<file path="config.mk">
export PLATFORM = sky130hd
export DESIGN_NAME = apb_rr_sched
export DESIGN_NICKNAME = d
export VERILOG_FILES = /design/src/rtl/apb_rr_sched_pkg.sv /design/src/rtl/rr_grant.sv /design/src/rtl/apb_rr_sched.sv
export SDC_FILE = /design/constraint.sdc
export NUM_CORES = 1
export LEC_CHECK = 0
export ABC_AREA = 1
export BUFFER_PORTS_ARGS = -buffer_cell sky130_fd_sc_hd__buf_2
export CORE_AREA = 2 2 123 125
export CTS_BUF_LIST = sky130_fd_sc_hd__clkbuf_4 sky130_fd_sc_hd__clkbuf_8 sky130_fd_sc_hd__clkbuf_16
export DETAILED_ROUTE_END_ITERATION = 12
export DIE_AREA = 0 0 125 127
export PLACE_DENSITY = 0.88
export SLEW_MARGIN = 10
export SYNTH_ARGS = -nofsm -noshare
export SYNTH_HDL_FRONTEND = slang
export SYNTH_SLANG_ARGS = --single-unit
</file>
<file path="constraint.sdc">
create_clock -name clk -period 3.4 [get_ports clk]
set_clock_uncertainty 0.05 [all_clocks]
set_input_delay 0.17 -clock clk [delete_from_list [all_inputs] [get_ports clk]]
set_output_delay 0.17 -clock clk [all_outputs]
set_load 0.05 [all_outputs]
</file>
<file path="src/rtl/apb_rr_sched_pkg.sv">
// Shared types and constants for the APB round-robin scheduler.
// apb_req_t is the default-width request view; the top keeps a parameter-sized copy.
package apb_rr_sched_pkg;

  localparam int APB_PROT_W = 3;
  localparam int APB_ADDR_W = 32;
  localparam int APB_DATA_W = 16;
  localparam int APB_STRB_W = APB_DATA_W / 8;

  typedef enum logic [1:0] {
    ST_IDLE,
    ST_SETUP,
    ST_ACCESS
  } sched_state_t;

  typedef struct packed {
    logic [APB_ADDR_W-1:0] addr;
    logic [APB_DATA_W-1:0] wdata;
    logic [APB_STRB_W-1:0] strb;
    logic                  write;
    logic [APB_PROT_W-1:0] prot;
  } apb_req_t;

endpackage

</file>
<file path="src/rtl/rr_grant.sv">
// Combinational round-robin pick: first asserted request at or after ptr, wrapping.
module rr_grant #(
  parameter int N = 4,
  localparam int IW = (N > 1) ? $clog2(N) : 1
) (
  input  logic [N-1:0]  req,
  input  logic [IW-1:0] ptr,
  output logic [N-1:0]  gnt,
  output logic [IW-1:0] idx,
  output logic          any
);

  always_comb begin
    int j;
    gnt = '0;
    idx = '0;
    any = 1'b0;
    j   = 0;
    for (int k = 0; k < N; k++) begin
      j = int'(ptr) + k;
      if (j >= N) j = j - N;
      if (!any && req[j]) begin
        any    = 1'b1;
        gnt[j] = 1'b1;
        idx    = IW'(j);
      end
    end
  end

endmodule

</file>
<file path="src/rtl/apb_rr_sched.sv">
// Shares one APB master port among NUM_REQ requesters with round-robin grant,
// SETUP/ACCESS sequencing and a PREADY timeout that completes with an error.
import apb_rr_sched_pkg::*;

module apb_rr_sched #(
  parameter int NUM_REQ         = 4,
  parameter int APB_addr_length = APB_ADDR_W,
  parameter int APB_data_length = APB_DATA_W,
  parameter int APB_strb_length = APB_STRB_W,
  parameter int TIMEOUT_CYCLES  = 255
) (
  input  logic                                 clk,
  input  logic                                 rst_n,
  input  logic [NUM_REQ-1:0]                   req_valid,
  output logic [NUM_REQ-1:0]                   req_ready,
  input  logic [NUM_REQ*APB_addr_length-1:0]   req_addr,
  input  logic [NUM_REQ*APB_data_length-1:0]   req_wdata,
  input  logic [NUM_REQ*APB_strb_length-1:0]   req_strb,
  input  logic [NUM_REQ-1:0]                   req_write,
  input  logic [NUM_REQ*APB_PROT_W-1:0]        req_prot,
  output logic [NUM_REQ-1:0]                   rsp_valid,
  output logic [APB_data_length-1:0]           rsp_rdata,
  output logic                                 rsp_slverr,
  output logic                                 rsp_timeout,
  output logic [APB_addr_length-1:0]           PADDR,
  output logic [APB_PROT_W-1:0]                PPROT,
  output logic [APB_strb_length-1:0]           PSTRB,
  output logic                                 PSEL,
  output logic                                 PENABLE,
  output logic [APB_data_length-1:0]           PWDATA,
  output logic                                 PWRITE,
  input  logic [APB_data_length-1:0]           PRDATA,
  input  logic                                 PREADY,
  input  logic                                 PSLVERR
);

  localparam int IW     = $clog2(NUM_REQ);
  localparam bit TMO_EN = (TIMEOUT_CYCLES != 0);
  localparam int CW     = TMO_EN ? $clog2(TIMEOUT_CYCLES + 1) : 1;
  localparam logic [CW-1:0] CNT_LAST = CW'(TMO_EN ? TIMEOUT_CYCLES - 1 : 0);

  typedef struct packed {
    logic [APB_addr_length-1:0] addr;
    logic [APB_data_length-1:0] wdata;
    logic [APB_strb_length-1:0] strb;
    logic                       write;
    logic [APB_PROT_W-1:0]      prot;
  } req_t;

  sched_state_t               state_q;
  req_t                       req_q;
  req_t                       req_d;
  logic [IW-1:0]              ptr_q;
  logic [IW-1:0]              ptr_nxt;
  logic [IW-1:0]              idx_q;
  logic [CW-1:0]              cnt_q;
  logic                       psel_q;
  logic                       penable_q;
  logic [NUM_REQ-1:0]         rsp_valid_q;
  logic [APB_data_length-1:0] rsp_rdata_q;
  logic                       rsp_slverr_q;
  logic                       rsp_timeout_q;

  logic [NUM_REQ-1:0] gnt;
  logic [IW-1:0]      gnt_idx;
  logic               gnt_any;
  logic               grant;
  logic               acc_done;
  logic               acc_tmo;

  rr_grant #(.N(NUM_REQ)) u_rr_grant (
    .req (req_valid),
    .ptr (ptr_q),
    .gnt (gnt),
    .idx (gnt_idx),
    .any (gnt_any)
  );

  assign grant     = (state_q == ST_IDLE) && gnt_any;
  assign req_ready = (rst_n && state_q == ST_IDLE) ? gnt : '0;
  assign ptr_nxt   = (int'(gnt_idx) == NUM_REQ - 1) ? '0 : gnt_idx + 1'b1;

  // Read transfers drive zero write data and strobes onto the bus.
  always_comb begin
    req_d.addr  = req_addr[int'(gnt_idx)*APB_addr_length +: APB_addr_length];
    req_d.write = req_write[gnt_idx];
    req_d.prot  = req_prot[int'(gnt_idx)*APB_PROT_W +: APB_PROT_W];
    req_d.wdata = req_write[gnt_idx] ? req_wdata[int'(gnt_idx)*APB_data_length +: APB_data_length] : '0;
    req_d.strb  = req_write[gnt_idx] ? req_strb[int'(gnt_idx)*APB_strb_length +: APB_strb_length] : '0;
  end

  // PREADY takes priority over the timeout on the last allowed wait cycle.
  assign acc_done = (state_q == ST_ACCESS) && PREADY;
  assign acc_tmo  = (state_q == ST_ACCESS) && !PREADY && TMO_EN && (cnt_q == CNT_LAST);

  always_ff @(posedge clk) begin
    if (!rst_n) begin
      state_q       <= ST_IDLE;
      req_q         <= '0;
      ptr_q         <= '0;
      idx_q         <= '0;
      cnt_q         <= '0;
      psel_q        <= 1'b0;
      penable_q     <= 1'b0;
      rsp_valid_q   <= '0;
      rsp_rdata_q   <= '0;
      rsp_slverr_q  <= 1'b0;
      rsp_timeout_q <= 1'b0;
    end else begin
      rsp_valid_q <= '0;
      case (state_q)
        ST_IDLE: begin
          if (grant) begin
            req_q   <= req_d;
            idx_q   <= gnt_idx;
            ptr_q   <= ptr_nxt;
            psel_q  <= 1'b1;
            state_q <= ST_SETUP;
          end
        end
        ST_SETUP: begin
          penable_q <= 1'b1;
          cnt_q     <= '0;
          state_q   <= ST_ACCESS;
        end
        ST_ACCESS: begin
          if (acc_done || acc_tmo) begin
            psel_q        <= 1'b0;
            penable_q     <= 1'b0;
            rsp_valid_q   <= NUM_REQ'(1) << idx_q;
            rsp_slverr_q  <= acc_tmo ? 1'b1 : PSLVERR;
            rsp_timeout_q <= acc_tmo;
            rsp_rdata_q   <= (acc_done && !req_q.write) ? PRDATA : '0;
            state_q       <= ST_IDLE;
          end
          if (!PREADY) cnt_q <= cnt_q + 1'b1;
        end
        default: state_q <= ST_IDLE;
      endcase
    end
  end

  assign PADDR       = req_q.addr;
  assign PWDATA      = req_q.wdata;
  assign PSTRB       = req_q.strb;
  assign PWRITE      = req_q.write;
  assign PPROT       = req_q.prot;
  assign PSEL        = psel_q;
  assign PENABLE     = penable_q;
  assign rsp_valid   = rsp_valid_q;
  assign rsp_rdata   = rsp_rdata_q;
  assign rsp_slverr  = rsp_slverr_q;
  assign rsp_timeout = rsp_timeout_q;

endmodule

</file>
==> results of run 1 <==
-- cell families (layout without fill, tap and decap cells) --
| group | after synthesis | after routing |
|---|---|---|
| AND/OR/NAND/NOR | 586 | 586 |
| flip-flops | 92 | 92 |
| other | 0 | 3 |
| AO/OA/AOI/OAI | 105 | 105 |
| adder cells (fa/ha/maj) | 8 | 8 |
| buffers and inverters | 261 | 559 |
| XOR/XNOR | 1 | 1 |
-- flip-flops by register name, summed over array words and instances, names as in the netlist --
| name | count |
|---|---|
| PENABLE | 1 |
| cnt_q | 8 |
| rsp_slverr | 1 |
| rsp_timeout | 1 |
| PSTRB | 2 |
| PWDATA | 16 |
| PPROT | 3 |
| ptr_q | 2 |
| rsp_rdata | 16 |
| rsp_valid | 4 |
| PSEL | 1 |
| state_q | 2 |
| idx_q | 2 |
| PWRITE | 1 |
| PADDR | 32 |
-- Yosys cell counts, drive strengths merged (4+ instances only) --
cell and n:
o211ai 33, inv 203, nand3 161, dfxtp 92, a22oi 4, or2 19
nor3 4, clkbuf 20, buf 37, o21ai 13, a211oi 4, nor2 58
ha 8, a21oi 45, nand2 340
-- layer usage --
layer / global-route usage (%) / wire length [um] / up-vias / share of wire [%]
met4: 10.5 / 561 / 0 / 2.7
met2: 43.8 / 9890 / 345 / 48
met3: 6.49 / 1770 / 43 / 8.6
met1: 28.8 / 8240 / 3293 / 40
li1: - / - / 3852 / -
met5: 0 / 0 / - / 0
-- final cells by class --
class / instances / area (um^2) / area share [%]
well taps: 184 / 230 / 2.79
clock buffers: 10 / 239 / 2.89
diodes: 3 / 7.51 / 0.0909
multi-input cells: 700 / 3340 / 40.4
flip-flops and latches: 92 / 1840 / 22.3
clock inverters: 6 / 76.3 / 0.924
inverters: 204 / 773 / 9.36
repair buffers: 339 / 1750 / 21.2
-- tightest hold or removal path: stages --
cell and delay (ps):
sky130_fd_sc_hd__buf_2 90, sky130_fd_sc_hd__nand3_1 70, sky130_fd_sc_hd__a21oi_1 60
-- power breakdown --
part           internal [mW]  switching [mW]
clock network          0.606           0.463
registers               1.33           0.139
logic                   1.71            3.87
total                   3.65            4.47
-- through the flow --
stage / total power [mW] / utilization, % / instances / setup slack (ps) / cell area, um^2
6_report: 8.12 / 57.3 / 1538 / 435 / 8260
5_1_grt: 8.88 / 57.3 / 1538 / 172 / 8260
4_1_cts: 8.14 / 57.2 / 1535 / 421 / 8250
3_5_place_dp: 7.04 / 55.0 / 1519 / 455 / 7940
3_3_place_gp: 6.95 / 55.0 / 1519 / 609 / 7940
2_1_floorplan: 5.78 / - / 1053 / 979 / 6220
-- final timing paths --
check                        to  depth (start not counted)
hold reg to reg       PWDATA[3]                          2
setup / recovery       ptr_q[1]                         12
setup reg to reg       ptr_q[1]                         12
hold / removal    rsp_rdata[12]                          3
==> flow_results.org, run 1 <==
** Drt
- In this run the remaining antenna-violating nets after routing total 0.
- For this run, design rule violations remaining after detail routing come to 0.
- Using the TritonRoute via totals, the vias-per-cell ratio works out to just under 5.
- Detailed router's first-iteration violation count :: between 400 and 500
- The detailed router placed 7,533 vias in this run.
- Post-Route WL :: just over 20,000 um
- After detailed routing, the average wire length per cell comes to 13.3 um.
- First-pass iteration count of the detailed router :: 5

** Worst setup path
- STA classifies the critical path startpoint as a flop.
- For the worst setup path, the data arrival time is 3120 ps.
- The setup check on the worst reg-to-reg path leaves a slack of between 400 and 500 ps.
- The startpoint identified for the worst register-to-register timing path is ptr_q[1].
- Kind of end point of the critical path :: flop
- Highest-delay cell along the critical path :: sky130_fd_sc_hd__dfxtp_1
- The most critical setup path has its startpoint at ptr_q[1].
- The largest single stage delay on the critical path is ~460 ps.
- Worst Path Required :: 3560 ps
- Together, buffers and inverters on the worst path number 3.
- Highest fanout seen on the critical path :: 20
- By startpoint and endpoint, the worst setup path is classified as flop to flop.
- Walking the worst path, the cells encountered are inv_1, ha_1, inv_1, nand2_1, nand2_2, o21ai_0, nand2_1, nand3_4, inv_1, ha_1, nand2_1, o21ai_0.
- Broken down by cell family, the worst path's largest delay share belongs to adder cells.

** Worst hold path
- The path class of the tightest hold or removal check is primary input to flop.
- The startpoint identified for the worst hold timing path is PRDATA[12].

** Synthesis
- After synthesis, the share of flip-flops with an asynchronous set or reset is 0%.
- By area, the combinational part of the netlist is dominated by simple AND/OR/NAND/NOR gates.
- In the synthesized netlist, the number of instances is approximately 1,100.
- Multiplexer share of the synthesized area :: 0%
- Total standard cell area after synthesis :: 6220 um^2
- The share of synthesized area in the top cell type comes to between 20% and 30%.
- Adder-Cell Fraction of Synth Area :: 1.61%
- Compound-cell area share of the yosys netlist :: a little over a tenth
- Count of distinct cell types in the synthesized netlist :: 39
- For this run, the number of Yosys warnings is 0.
- After synthesis the netlist holds a flip-flop and latch count of between 90 and 100.
- The most used flip-flop cell after synthesis is sky130_fd_sc_hd__dfxtp_1.
- Nets in the synthesized netlist :: between 1,000 and 1,500
- A synthesized cell averages slightly below 6 um^2.
- Summing the areas of all and, or, nand and nor instances in the mapped netlist gives around two fifths of the synthesized area.
- The synthesized design spends more area on one cell type than any other, namely sky130_fd_sc_hd__dfxtp_1.
- The synthesized design contains 0 enable-type register cells.
- After synthesis, flip-flops and latches occupy 29.6% of the total area.
- Synthesized-area fraction occupied by xor and xnor cells :: less than 1%
- Yosys attributes the largest share of cell area to sky130_fd_sc_hd__dfxtp_1 (30%), sky130_fd_sc_hd__nand2_1 (20%), sky130_fd_sc_hd__nand3_1 (12%).

** Floorplanning
- Measured along the y axis, the die boundary spans 127 um.
- The core region is 14,400 um^2.
- Die X :: 125 um
- The die covers 15,900 um^2.
- The floorplan has 44 rows.
- Number of top-level pins :: ~320
- Initial Util :: between 40 and 50%

** Clocking
- CTS built an H-tree with a depth of 3.
- TritonCTS built the clock tree.
- Clock transition at the registers of the reported paths :: 70 ps
- In this run, CTS created clock tree buffers numbering 9.
- Post-CTS repair changed the size of 0 cells.
- Number of hold buffers added after CTS :: 0
- Buffers added to address setup during post-CTS repair amount to 0.
- Clock root buffer master :: sky130_fd_sc_hd__clkbuf_16
- For the worst-skew pair, the clock arrives at the later sink with an insertion delay of between 300 and 400 ps.
- Sink Count :: around 90
- The clock passes through at most 2 buffers.

** STA
- Timing would allow up to 337 MHz.
- For the final routed database, the setup TNS stands at 0 ps.
- Max_slew headroom :: between 30% and 40%
- Endpoints failing hold :: 0
- Post-Route Hold Slack :: between 30 and 40 ps
- Min cycle time layout :: around 3000 ps
- Actual transition at the worst max-transition pin :: 1020 ps
- Slew Viols, Final :: 0
- Setup repair after global routing left no endpoint under its margin.
- Of the available clock period, the critical path in the final layout requires between 80% and 90%.
- Setup violations remaining at the end of the flow were counted as 0.

** Cells and area
- In the layout the commonest cells are sky130_fd_sc_hd__nand2_1 (331), sky130_fd_sc_hd__buf_2 (321), sky130_fd_sc_hd__inv_1 (201).
- Share of post-route cells with drive strength above 1 :: a little under 30%
- Layout net count :: approximately 1,600
- Relative to the synthesized area, the layout overhead comes to 32.9%.
- Most common cell after layout, fill and taps aside :: sky130_fd_sc_hd__nand2_1
- The layout has between 1,000 and 1,500 filler cells.

** Global routing
- The number of antenna violations at the first check in global routing is 3.
- Vias in the first global route :: 6,934
- Entering global routing, the biggest net connects 91 pins.
- Final global-route overflow total :: 0
- The first global-routing pass estimated ~33,000 um of wire.
- Across every metal layer, demand over resource in global routing totals 24.9%.

** Place
- During placement, the flow inserted port buffers numbering approximately 320.
- The HPWL after detailed placement is 15,600 um.
- Final weighted congestion in routability-driven placement :: roughly 0.89

** Run
- Max-cap violations in this run came to 0.

** Power and ir drop
- Power density of the placed cells :: slightly below 1000 nW/um^2
- Static leakage :: about 5.0 nW
- Worst-case vdd ir drop :: 0.684 mV

** Run status
- Outcome :: complete, no violations
Note: power is estimated with default switching activity, not from simulation.
==> run 2: changes to the inputs <==
Clock period 3.4 ns to 3.37 ns, I/O delays scaled along.
==> run 2 against run 1 <==
Compared with the run above:
- global-route usage fell by 0.29 points
- combinational power hardly changed
- design area about the same
- register-to-register slack about the same
- clock power shrank 5%
- setup slack improved by 11 ps
- first-iteration DRC count did not move
- fmax grew 1.4%
- flip-flop and latch count is the same
- sequential power hardly changed
- non-clock buffer count is 1 higher
- sequential share of layout area is essentially flat
- highest routed layer unchanged
==> flow_results.org, run 2 (synthesized netlist as in run 1, its figures left out) <==
** Clocking
- The tree is rooted in a sky130_fd_sc_hd__clkbuf_16.
- The insertion delay of the later-clocked pin in the worst-skew pair was 340 ps (about the same).
- Number of hold buffers added after CTS :: 0 (unchanged)
- The total of cells resized after clock tree synthesis is 0 (unchanged).
- Max clock buf depth :: 2 (unchanged)
- The number of buffers inserted during clock tree synthesis was 9 (unchanged).
- The buffers inserted during post-CTS setup optimization was 0 (unchanged).
- The deepest level of the CTS H-tree is 3 (unchanged).
- Clock tree from TritonCTS :: yes
- The clock-pin slew of the registers on the worst-case setup and hold paths was 80 ps (about the same).
- The CTS sink count was 92 (unchanged).

** Place
- Final HPWL DP :: 15,500 um (-0.36%)
- The number of port buffers was 321 (unchanged).
- The routability-driven placement congestion ratio was 0.896 (+0.52%).

** Worst setup path
- STA classifies the critical path endpoint as a flop.
- Walking the worst path, the cells encountered are inv_1, ha_1, inv_1, nand2_1, nand2_2, nor2_4, nand3_2, nand2_1, nand2_1, inv_1, nand2_1, nand2_1.
- Highest-delay cell along the critical path :: sky130_fd_sc_hd__inv_1
- Worst Path Required :: 3610 ps (+50 ps)
- Class of the most critical setup path :: flop to flop
- Arrival time reported for the critical path endpoint :: 3160 ps (+40 ps)
- Stage delay of the slowest cell on the critical path :: 480 ps (+20 ps)
- Critical Path Source Type :: flop
- Most frequent cell on the critical path :: sky130_fd_sc_hd__nand2_1
- Highest fanout seen on the critical path :: 20 (unchanged)

** Floorplanning
- Number of top-level pins :: 322 (unchanged)
- Site Rows :: 44 (unchanged)
- Overall die height :: 127 um (unchanged)
- Area of the core :: 14,400 um^2 (unchanged)
- DIE AREA :: 15,900 um^2 (unchanged)
- The overall die width came to 125 um (unchanged).
- The initial core utilization was 43.1% (unchanged).

** Global routing
- The global-route congestion overflow total is 0 (unchanged).
- Number of antenna violations at the first check in global routing :: 1 (-2)
- Global-route wire length before repair :: 32,200 um (-1.3%)
- The total global routing track utilization came to 24.6% (-0.29 points).
- Vias in the first global route :: 6,999 (+0.94%)
- The pin count of the biggest net entering global routing came to 91 (unchanged).

** Drt
- Detailed router's first-iteration violation count :: 402 (unchanged)
- The via-per-instance ratio was 4.90 (about the same).
- Post-Route WL :: 20,100 um (-1.8%)
- Remaining number of nets flagged by the antenna check after routing :: 0 (unchanged)
- First-pass iteration count of the detailed router :: 5 (unchanged)
- The post-detailed-route DRC marker count came to 0 (unchanged).
- Count of vias placed by the detailed router :: 7,529 (-0.053%)
- The average wire per standard cell came to 13.1 um (-1.8%).

** Cells and area
- The ratio of cells with drive above 1 in the final layout is 29.7% (+0.052 points).
- Layout net count :: 1,595 (+0.063%)
- The library cell used most frequently in the layout, excluding fill and tap cells, is sky130_fd_sc_hd__nand2_1.
- The number of filler instances in the final layout was 1,422 (-2.2%).
- Commonest cells after routing, fill and taps aside :: sky130_fd_sc_hd__nand2_1 (331), sky130_fd_sc_hd__buf_2 (321), sky130_fd_sc_hd__inv_1 (201)
- The area growth from synthesis to layout was 32.8% (about the same).
- The number of flip-flops under the largest register name came to 32 (unchanged).

** Power and ir drop
- The leakage power of the design is 5.00 nW (about the same).
- The overall power consumption is 8.08 mW (-0.40%).
- Power density of the placed cells :: 979 nW/um^2 (-0.36%)
- The worst vdd rail ir drop was 0.602 mV (-12%).

** STA
- Actual transition at the worst max-transition pin :: 1020 ps (+3.17 ps)
- Summed negative setup slack over all endpoints :: 0 ps (unchanged)
- Min cycle time layout :: 2920 ps (-40.8 ps)
- RSZ-0062 raised after global routing :: no
- The post-route clock period utilization was 86.8% (-0.43 points).
- The number of hold-slack violations in the final timing report came to 0 (unchanged).
- Upper clock frequency limit :: 342 MHz (+1.4%)
- Final setup violation count :: 0 (unchanged)
- The worst slew slack as a fraction of its limit came to 31.7% (-0.21 points).
- The number of slew-limit violations in the final report is 0 (unchanged).

** Run status
- The flow ran to the end, and the final reports show no timing, DRC or antenna violations.

** Run
- Max Cap Viol :: 0 (unchanged)

** Worst hold path
- In this run the worst hold path is classified as primary input to flop.
==> run 2: cell types whose count changed in the layout (fill, tap and decap cells not counted), sizes merged <==
cell / delta
buf: +1
bufinv: -1
clkbuf: -1
clkinv: +4
diode: -1
inv: -2
==> run 2: per-stage QoR <==
| step | util, % | hold slack (ps) | area (um^2) | worst slack (ps) | instances |
|---|---|---|---|---|---|
| floorplan | - | 283 | 6220 | 949 | 1053 |
| global placement | 55.1 | 386 | 7950 | 592 | 1520 |
| detailed placement | 55.1 | 391 | 7950 | 407 | 1520 |
| CTS | 57.2 | 21.9 | 8250 | 392 | 1536 |
| global route | 57.2 | 29.7 | 8250 | 55.6 | 1537 |
| finish | 57.2 | 32.3 | 8260 | 446 | 1538 |
==> run 2: layer usage <==
| metal | wire, um | GRT usage, % |
|---|---|---|
| met1 | 7920 | 28.2 |
| met3 | 1790 | 5.65 |
| met4 | 760 | 12.2 |
| met5 | 0 | 0 |
| met2 | 9630 | 43.3 |
==> run 2: area by class of cell <==
cell class                 count  area, um^2  share of cell area (%)
antenna                        2        5.00                  0.0606
clock buffer                   9         225                    2.73
clock inverter                 7        81.3                   0.985
inverter                     204         773                    9.37
multi-input combinational    700        3340                    40.4
sequential                    92        1840                    22.3
tap                          184         230                    2.79
timing repair buffer         340        1760                    21.3
==> run 2: final timing paths <==
path              slack (ps)       endpoint  depth (start not counted)        from
setup reg to reg         450      PWDATA[4]                         12    ptr_q[1]
hold / removal            30  rsp_rdata[12]                          3  PRDATA[12]
setup / recovery         450      PWDATA[4]                         12    ptr_q[1]
hold reg to reg          400      PWDATA[1]                          2   PWDATA[1]
==> run 2: worst max-delay path: cells and delay by family, from the launching register on <==
kind	cells	cell delay (ps)
and+or+nand+nor	8	1130
buffers and inverters	3	760
DFF	1	460
adders and majority gates	1	450
==> run 2: where the power goes <==
| part | internal, mW | switching [mW] | total [mW] | leakage (nW) |
|---|---|---|---|---|
| registers | 1.34 | 0.139 | 1.48 | 0.754 |
| clock network | 0.529 | 0.492 | 1.02 | 0.150 |
| logic | 1.73 | 3.85 | 5.58 | 4.10 |
| total | 3.61 | 4.48 | 8.08 | 5.00 |
